`src/rtl/fft_dma_pkg.sv`:
```
// Shared definitions for the FFT DMA ingress/egress stages.
package fft_dma_pkg;

  typedef enum logic {
    FILL = 1'b0,
    FULL = 1'b1
  } cin_state_t;

  // Field positions inside an AXI-S beat: real in the low half, imag above it.
  localparam int unsigned TDATA_RE_FIELD = 0;
  localparam int unsigned TDATA_IM_FIELD = 1;

  // LSB of a tdata field for a given component width.
  function automatic int unsigned tdata_lsb(input int unsigned field, input int unsigned width);
    return field * width;
  endfunction

endpackage

```
`src/rtl/clocking_in_if.sv`:
```
// DMA stream and FFT-side signals of the clocking_in stage.
interface clocking_in_if #(
  parameter int unsigned FFT_SIZE = 8,
  parameter int unsigned WIDTH    = 18
);
  logic                      dma_tvalid;
  logic                      dma_tready;
  logic                      dma_tlast;
  logic [2*WIDTH-1:0]        dma_tdata;
  logic                      fft_ready;
  logic                      start;
  logic [FFT_SIZE*WIDTH-1:0] data_out_R;
  logic [FFT_SIZE*WIDTH-1:0] data_out_I;
  logic                      frame_err;

  modport master (
    output dma_tvalid, dma_tlast, dma_tdata, fft_ready,
    input  dma_tready, start, data_out_R, data_out_I, frame_err
  );

  modport slave (
    input  dma_tvalid, dma_tlast, dma_tdata, fft_ready,
    output dma_tready, start, data_out_R, data_out_I, frame_err
  );
endinterface

```
`src/rtl/clocking_in.sv`:
```
// FFT ingress: assembles FFT_SIZE stream samples into a frame, then hands the
// frame to the FFT core as flat real/imag vectors with a one-cycle start.
//
// state | meaning
// FILL  | accepting beats into the fill buffer
// FULL  | frame complete, waiting for fft_ready to publish it
module clocking_in
  import fft_dma_pkg::*;
#(
  parameter int unsigned FFT_SIZE     = 8,
  parameter int unsigned FFT_SIZE_LOG = 3,
  parameter int unsigned WIDTH        = 18
) (
  input  logic          clk,
  input  logic          rst_n,
  clocking_in_if.slave  bus
);

  localparam int unsigned RE_LSB = tdata_lsb(TDATA_RE_FIELD, WIDTH);
  localparam int unsigned IM_LSB = tdata_lsb(TDATA_IM_FIELD, WIDTH);
  localparam logic [FFT_SIZE_LOG-1:0] IDX_LAST = FFT_SIZE_LOG'(FFT_SIZE - 1);

  cin_state_t              state_q, state_d;
  logic [FFT_SIZE_LOG-1:0] idx_q, idx_d;
  logic                    tready_q, tready_d;
  logic                    start_q, start_d;
  logic                    err_q, err_d;
  logic                    beat;
  logic                    load_out;

  logic [WIDTH-1:0]          buf_r_q [FFT_SIZE];
  logic [WIDTH-1:0]          buf_i_q [FFT_SIZE];
  logic [FFT_SIZE*WIDTH-1:0] out_r_q, out_i_q;

  // tready is registered, so it is only ever high while in FILL.
  assign beat = bus.dma_tvalid & tready_q;

  // State, index and pulse outputs.
  always_ff @(posedge clk or negedge rst_n) begin
    if (!rst_n) begin
      state_q  <= FILL;
      idx_q    <= '0;
      tready_q <= 1'b0;
      start_q  <= 1'b0;
      err_q    <= 1'b0;
    end else begin
      state_q  <= state_d;
      idx_q    <= idx_d;
      tready_q <= tready_d;
      start_q  <= start_d;
      err_q    <= err_d;
    end
  end

  // Next state: frame completion, early/missing tlast, and hand-off to the FFT.
  always_comb begin
    state_d  = state_q;
    idx_d    = idx_q;
    start_d  = 1'b0;
    err_d    = 1'b0;
    load_out = 1'b0;
    case (state_q)
      FILL: begin
        if (beat) begin
          if (idx_q == IDX_LAST) begin
            idx_d   = '0;
            state_d = FULL;
            err_d   = ~bus.dma_tlast;
          end else if (bus.dma_tlast) begin
            // Short frame: drop it and restart at slot 0.
            idx_d = '0;
            err_d = 1'b1;
          end else begin
            idx_d = idx_q + FFT_SIZE_LOG'(1);
          end
        end
      end
      FULL: begin
        if (bus.fft_ready) begin
          load_out = 1'b1;
          start_d  = 1'b1;
          state_d  = FILL;
        end
      end
      default: state_d = FILL;
    endcase
    tready_d = (state_d == FILL);
  end

  // Fill buffer: one sample written per accepted beat.
  always_ff @(posedge clk or negedge rst_n) begin
    if (!rst_n) begin
      for (int k = 0; k < FFT_SIZE; k++) begin
        buf_r_q[k] <= '0;
        buf_i_q[k] <= '0;
      end
    end else if (beat) begin
      buf_r_q[idx_q] <= bus.dma_tdata[RE_LSB +: WIDTH];
      buf_i_q[idx_q] <= bus.dma_tdata[IM_LSB +: WIDTH];
    end
  end

  // Output registers: only updated on the edge that raises start.
  always_ff @(posedge clk or negedge rst_n) begin
    if (!rst_n) begin
      out_r_q <= '0;
      out_i_q <= '0;
    end else if (load_out) begin
      for (int k = 0; k < FFT_SIZE; k++) begin
        out_r_q[k*WIDTH +: WIDTH] <= buf_r_q[k];
        out_i_q[k*WIDTH +: WIDTH] <= buf_i_q[k];
      end
    end
  end

  assign bus.dma_tready = tready_q;
  assign bus.start      = start_q;
  assign bus.frame_err  = err_q;
  assign bus.data_out_R = out_r_q;
  assign bus.data_out_I = out_i_q;

endmodule

```
`src/flat_wrapper.sv`:
```
// flat-port wrapper written by rule: the top's interface ports become plain ports
module clocking_in_flat import fft_dma_pkg::*;
#(
  parameter int unsigned FFT_SIZE     = 8,
  parameter int unsigned FFT_SIZE_LOG = 3,
  parameter int unsigned WIDTH        = 18
)
  (clk, rst_n, bus_dma_tvalid, bus_dma_tlast, bus_dma_tdata, bus_fft_ready, bus_dma_tready, bus_start, bus_data_out_R, bus_data_out_I, bus_frame_err);
  clocking_in_if #(.FFT_SIZE(FFT_SIZE), .WIDTH(WIDTH)) bus_i ();
  input  logic clk;
  input  logic rst_n;
  input wire logic [$bits(bus_i.dma_tvalid)-1:0] bus_dma_tvalid;
  input wire logic [$bits(bus_i.dma_tlast)-1:0] bus_dma_tlast;
  input wire logic [$bits(bus_i.dma_tdata)-1:0] bus_dma_tdata;
  input wire logic [$bits(bus_i.fft_ready)-1:0] bus_fft_ready;
  output wire logic [$bits(bus_i.dma_tready)-1:0] bus_dma_tready;
  output wire logic [$bits(bus_i.start)-1:0] bus_start;
  output wire logic [$bits(bus_i.data_out_R)-1:0] bus_data_out_R;
  output wire logic [$bits(bus_i.data_out_I)-1:0] bus_data_out_I;
  output wire logic [$bits(bus_i.frame_err)-1:0] bus_frame_err;
  assign bus_i.dma_tvalid = bus_dma_tvalid;
  assign bus_i.dma_tlast = bus_dma_tlast;
  assign bus_i.dma_tdata = bus_dma_tdata;
  assign bus_i.fft_ready = bus_fft_ready;
  assign bus_dma_tready = bus_i.dma_tready;
  assign bus_start = bus_i.start;
  assign bus_data_out_R = bus_i.data_out_R;
  assign bus_data_out_I = bus_i.data_out_I;
  assign bus_frame_err = bus_i.frame_err;
  clocking_in #(.FFT_SIZE(FFT_SIZE), .FFT_SIZE_LOG(FFT_SIZE_LOG), .WIDTH(WIDTH)) u_core (.clk(clk), .rst_n(rst_n), .bus(bus_i));
endmodule
```
`config.mk`:
```
export PLATFORM = sky130hd
export DESIGN_NAME = clocking_in_flat
export DESIGN_NICKNAME = d
export VERILOG_FILES = /design/src/rtl/fft_dma_pkg.sv /design/src/rtl/clocking_in_if.sv /design/src/rtl/clocking_in.sv /design/src/flat_wrapper.sv
export SDC_FILE = /design/constraint.sdc
export NUM_CORES = 1
export LEC_CHECK = 0
export CAP_MARGIN = 20
export CORE_ASPECT_RATIO = 1.4
export CORE_UTILIZATION = 50
export CTS_BUF_LIST = sky130_fd_sc_hd__clkbuf_8 sky130_fd_sc_hd__clkbuf_16
export CTS_CLUSTER_DIAMETER = 30
export DETAILED_ROUTE_END_ITERATION = 8
export HOLD_SLACK_MARGIN = 0.02
export MAX_ROUTING_LAYER = met4
export PLACE_DENSITY = 0.8
export SYNTH_ARGS = -nofsm -noshare
export SYNTH_HDL_FRONTEND = slang
export SYNTH_SLANG_ARGS = --single-unit
```
`constraint.sdc`:
```
create_clock -name clk -period 1.9 [get_ports clk]
set_input_delay 0.285 -clock clk [delete_from_list [all_inputs] [get_ports clk]]
set_output_delay 0.285 -clock clk [all_outputs]
set_load 0.1 [all_outputs]
```
=== Word level (Yosys, flattened, before mapping) ===
Index checks and enable logic that the tools add are counted.

* Memory bits (read-only): 0
* Flip-flop bits (word level): 583
* Output and inout port bits: 291
* Word-level logic and storage cells: 50
* Latch bits: 0
* RAM bits: 0
* Memories kept: 0

* $lt $le $gt $ge: 2
* Mux-type cells: 16
* Add/subtract/negate cells: 1
* Equal/unequal tests: 1
* Divide/modulo/power cells: 0
* Reduce and logical (&&, ||, !) cells: 2
* Shifts and indexed selects: 0
* Bitwise gates (word level): 5
* Multipliers: 0

{| class="wikitable"
|+ Operators with widths
! kind !! count
|-
| 144-bit bitwise mux || 2
|-
| 18-bit demux with 3-bit select || 1
|-
| 18-bit two-way mux || 1
|-
| 1-bit two-way mux || 9
|-
| 3-bit two-way mux || 2
|-
| 4-bit >= comparator (second input constant) || 1
|-
| 4-bit by 1-bit < comparator with 1-bit output (second input constant) || 1
|-
| 3-bit inverter with 4-bit output || 1
|-
| 3-bit by 1-bit adder with 3-bit output (second input constant) || 1
|-
| 3-bit == test (second input constant) || 1
|-
| 1-bit inverter || 3
|-
| 1-bit one-hot mux with 2 select lines || 1
|-
| 2-bit AND reduction || 1
|-
| 1-bit bitwise AND || 1
|-
| 1-bit logical AND || 1
|}

=== Depth between registers and ports, before layout ===
* Depth in word-level cells: 6
* Mapped depth: 5

=== Worst setup path before layout ===
OpenSTA, ideal clock, no wires.

* Path type: flip-flop to flip-flop
* Start: reg u_core.tready_q (netlist: u_core.bus.dma_tready)
* End: reg u_core.buf_r_q[95] in the netlist's numbering
* Stages on the path, launching flop included: 6
* Buffers on the path: 2
* Period minus slack after synthesis: 2311 ps
* Data arrival time: 2183 ps
* Required time: 1773 ps
* Library setup time: 127 ps
* Path slack: -411 ps
* Cells stage by stage: dfrtp_1 -> nand3_2 -> or3_1 -> buf_4 -> buf_6 -> mux2_1

* Cells in the longest elaborated chain, start to end: 1

{| class="wikitable"
|+ Ends and longest elaborated chain
! item !! line !! text
|-
| start: declaration || clocking_in.sv:25 || <nowiki>logic tready_q, tready_d;</nowiki>
|-
| start signal: assignment || clocking_in.sv:49 || <nowiki>tready_q <= tready_d;</nowiki>
|-
| 1-bit bitwise AND || clocking_in.sv:36 || <nowiki>assign beat = bus.dma_tvalid & tready_q;</nowiki>
|-
| end signal: indexed assignment || clocking_in.sv:98 || <nowiki>buf_r_q[idx_q] <= bus.dma_tdata[RE_LSB +: WIDTH];</nowiki>
|-
| end: declaration || clocking_in.sv:31 || <nowiki>logic [WIDTH-1:0] buf_r_q [FFT_SIZE];</nowiki>
|}

Every way passes these cells.
A chain may end at the register's enable or synchronous reset.

=== Worst setup path after layout ===
* Start: reg u_core.idx_q[0]
* End: reg u_core.buf_r_q[56] in the netlist's numbering

* Cells in the longest elaborated chain, start to end: 6

{| class="wikitable"
|+ Ends and longest elaborated chain
! item !! line !! text
|-
| start: declaration || clocking_in.sv:24 || <nowiki>logic [FFT_SIZE_LOG-1:0] idx_q, idx_d;</nowiki>
|-
| start signal: assignment || clocking_in.sv:48 || <nowiki>idx_q <= idx_d;</nowiki>
|-
| 3-bit inverter with 4-bit output (not written as such) (*) || clocking_in.sv:98 ||
|-
| 4-bit >= comparator (not written as such) / 4-bit by 1-bit < comparator with 1-bit output (equally long branches) || clocking_in.sv:98 ||
|-
| 1-bit logical AND (not written as such) || clocking_in.sv:98 ||
|-
| 18-bit two-way mux (not written as such) || clocking_in.sv:98 ||
|-
| 18-bit demux with 3-bit select (*) || clocking_in.sv:98 ||
|-
| 144-bit bitwise mux (*) || clocking_in.sv:98 ||
|}

Every way passes the cells marked *; elsewhere a longest branch is shown, timed or not.

==> results.py <==
metrics = {
    "power_and_ir_drop": {
        "pwr-share-clk_pct": 41.1,
        "p_leak_nw": 14.3,
        "power_switching_w": 0.0107,
        "p_int_w": 0.0262,
        "power_frac_comb_pct": 15.8,
        "peakVddDrop_mv": 1.19,
        "pwr-share-seq_pct": 43.1,
        "p_sw_share_pct": 29.0,
        "power_density_nw_per_um2": 1300,
    },
    "logic_synthesis": {
        "syn_inst": 1251,
        "synth_edf_count": 0,
        "ys_async_sr_fraction_pct": 100,
        "yosysUniqueCellTypes": 23,
        "yosys_most_used_dff": "dfrtp_1",
        "yosys_warnings": 0,
        "synth_area_leaders": "dfrtp_1, mux2_2, buf_2",
        "yosysSeqAreaShare_pct": 67.5,
        "synth_top_cell_by_area": "dfrtp_1",
        "synth.ff_latch_count": 583,
        "synthesis.nets": 1295,
        "synthMostInstantiatedCell": "dfrtp_1",
        "syn_area_um2": 21600,
        "synth_top_area_share_pct": 67.5,
        "avgSynthCellArea_um2": 17.3,
        "synth_commonest_cells": "dfrtp_1, mux2_2, buf_2, clkbuf_1",
    },
    "detailed_routing": {
        "viasPerCell": 5.35,
        "wl_met1_um": 19800,
        "vias": 12200,
        "first_pass_iters": 4,
        "wl_um": 49800,
        "first_iter_violations": 402,
        "antenna_left": 0,
        "wl_met2_um": 26100,
        "wl_met3_um": 2800,
        "top_layer": "met4",
        "post_drt_wl_per_cell_um": 21.8,
        "drc": 0,
    },
    "clock_tree": {
        "htree_levels": 3,
        "cts_sinks": 583,
        "cts.repair.resized": 0,
        "cts.path.max_buffers": 3,
        "clk_transition_reported_paths_ns": 0.06,
        "clock-root-buffer": "clkbuf_16",
        "cts_tree": "built",
        "cts_buffers": 83,
        "clkLatencyLatePin_ns": 0.59,
    },
    "die": {
        "ioPinCount": 332,
        "die_h_um": 248,
        "core_um2": 42400,
        "start_util_pct": 50.9,
        "row_count": 89,
        "die_area_um2": 44100,
        "die_w_um": 178,
    },
    "global_routing": {
        "grt_use_total_pct": 24.3,
        "gr-total-overflow": 0,
        "antenna_found_initial": 0,
        "grt_pass1_wl_um": 78400,
        "grt_pass1_vias": 13600,
        "grt_max_degree": 45,
    },
    "critical_path": {
        "crit_buf_inv": 1,
        "end_kind": "flip-flop",
        "cp_max_fo": 9,
        "crit_family": "simple AND/OR/NAND/NOR gates",
        "crit_chain": "nand2b_1, nor2_4, buf_4, mux2_2",
        "cp-start-kind": "flip-flop",
        "cp.arrival_ns": 2.15,
        "slowest_delay_ns": 0.45,
        "setup.worst_path.class": "flip-flop to flip-flop",
        "crit_start": "u_core.idx_q[0]$_DFFE_PN0P_",
        "r2r-start": "u_core.idx_q[0]$_DFFE_PN0P_",
        "worstPathRequired_ns": 2.36,
        "slowest_stage": "dfrtp_1",
    },
    "timing": {
        "final_hold_viol_count": 0,
        "worst_pin_slew_ns": 0.513,
        "finClkSkew_ns": 0.0197,
        "rsz0062_at_grt": "no",
        "report.final.slew_viol_count": 0,
        "tns_ns": 0,
        "setup_violations": 0,
        "relSlewSlack_pct": 65.7,
        "period_needed_ns": 1.70,
        "period_share_pct": 89.3,
        "fmax_mhz": 589,
    },
    "cells_and_area": {
        "n_antenna_cell": 0,
        "regArea_um2": 14600,
        "drive_gt1_share_pct": 62.8,
        "multi_input_area_um2": 6730,
        "area_delta_synth_final_pct": 31.0,
        "fin_cells": 2289,
        "nNetsFinal": 1720,
        "fillCellCount": 2864,
    },
    "run": {
        "cap_violations": 0,
    },
    "place": {
        "dp_cells": 2136,
        "dp_hpwl_um": 33600,
        "portBuffers": 331,
        "place.gp.congestion": 0.791,
    },
    "outcome": {
        "status": "finished clean",
    },
    "worst_hold_path": {
        "hold_class": "input port to async pin",
    },
}
-- power by group through the flow --
stage                     clock network (W)  logic, W  registers (W)
final                                0.0152   0.00583         0.0159
after global placement                    0   0.00567         0.0159
after floorplan                           0   0.00226         0.0177
after detailed placement                  0   0.00585         0.0161
after CTS                            0.0155   0.00590         0.0159
after global routing                 0.0160   0.00617         0.0162
-- state kept, by name, indices dropped and copies added (netlist names) --
signal / flops
u_core.state_q: 1
u_core.bus.start: 1
u_core.bus.frame_err: 1
u_core.buf_i_q: 144
u_core.bus.data_out_I: 144
u_core.bus.dma_tready: 1
u_core.bus.data_out_R: 144
u_core.idx_q: 3
u_core.buf_r_q: 144
-- placed cells by master (no fill, tap or decap), drive strengths merged, types with 2 or more instances in the layout --
master         instances
nor2                   9
nand3b                 2
clkbuf                90
clkinv                18
inv                   36
ha                     3
dfrtp                583
mux2                 576
clkdlybuf4s50         39
nand2                  6
bufinv                 4
nand2b                 2
or3                    2
clkinvlp               8
buf                  357
o21ai                  2
-- cell families after synthesis --
group                    after synthesis  synth area share (%)
XOR/XNOR                               1                0.0405
AND/OR/NAND/NOR                       23                 0.649
AO/OA/AOI/OAI                          4                 0.122
multiplexers                         576                  30.0
flip-flops                           583                  67.5
adder cells (fa/ha/maj)                3                 0.174
buffers and inverters                 61                  1.47
-- timing repair --
action | 4_1_cts | 5_1_grt
hold buffers | 1 | 0
endpoints found under the setup margin | 0 | 0
buffers inserted | 0 | 0
endpoints found under the hold margin | 248 | 0
-- per-stage QoR --
stage / utilization (%) / hold slack, ns / cell area, µm² / total power [W] / setup slack [ns]
final: 66.7 / 0.215 / 28300 / 0.0369 / 0.204
after global routing: 66.7 / 0.232 / 28300 / 0.0383 / 0.103
after CTS: 66.7 / 0.196 / 28300 / 0.0372 / 0.190
after detailed placement: 60.0 / 0.229 / 25500 / 0.0219 / -0.230
after floorplan: - / -0.0106 / 21600 / 0.0200 / 0.0549
after global placement: 60.0 / 0.225 / 25500 / 0.0216 / -0.231
-- per-layer routing --
| layer | track usage, % | vias up |
|---|---|---|
| li1 | - | 5327 |
| met1 | 29.0 | 6498 |
| met2 | 40.7 | 345 |
| met3 | 5.06 | 72 |
| met4 | 8.62 | 0 |
| met5 | - | - |
-- worst paths after layout --
path	depth (start not counted)	endpoint	slack, ns
worst max-delay path	4	u_core.buf_r_q[56]$_DFFE_PN0P_	0.20
worst min-delay path	2	u_core.bus.data_out_I[138]$_DFFE_PN0P_	0.22
worst max register to register	4	u_core.buf_r_q[56]$_DFFE_PN0P_	0.20
worst min register to register	1	u_core.buf_r_q[95]$_DFFE_PN0P_	0.49
max in group asynchronous	4	u_core.buf_r_q[6]$_DFFE_PN0P_	0.87
min in group clk	2	u_core.bus.dma_tready$_DFF_PN0_	0.41
-- area by class of cell --
cell class              instances  area share, %
inverters                       4         0.0796
clock inverters                62           2.17
multi-input cells             607           23.8
well taps                     546           2.41
clock buffers                  90           7.76
flip-flops and latches        583           51.6
repair buffers                397           12.2
Note: power is estimated with default switching activity, not from simulation.
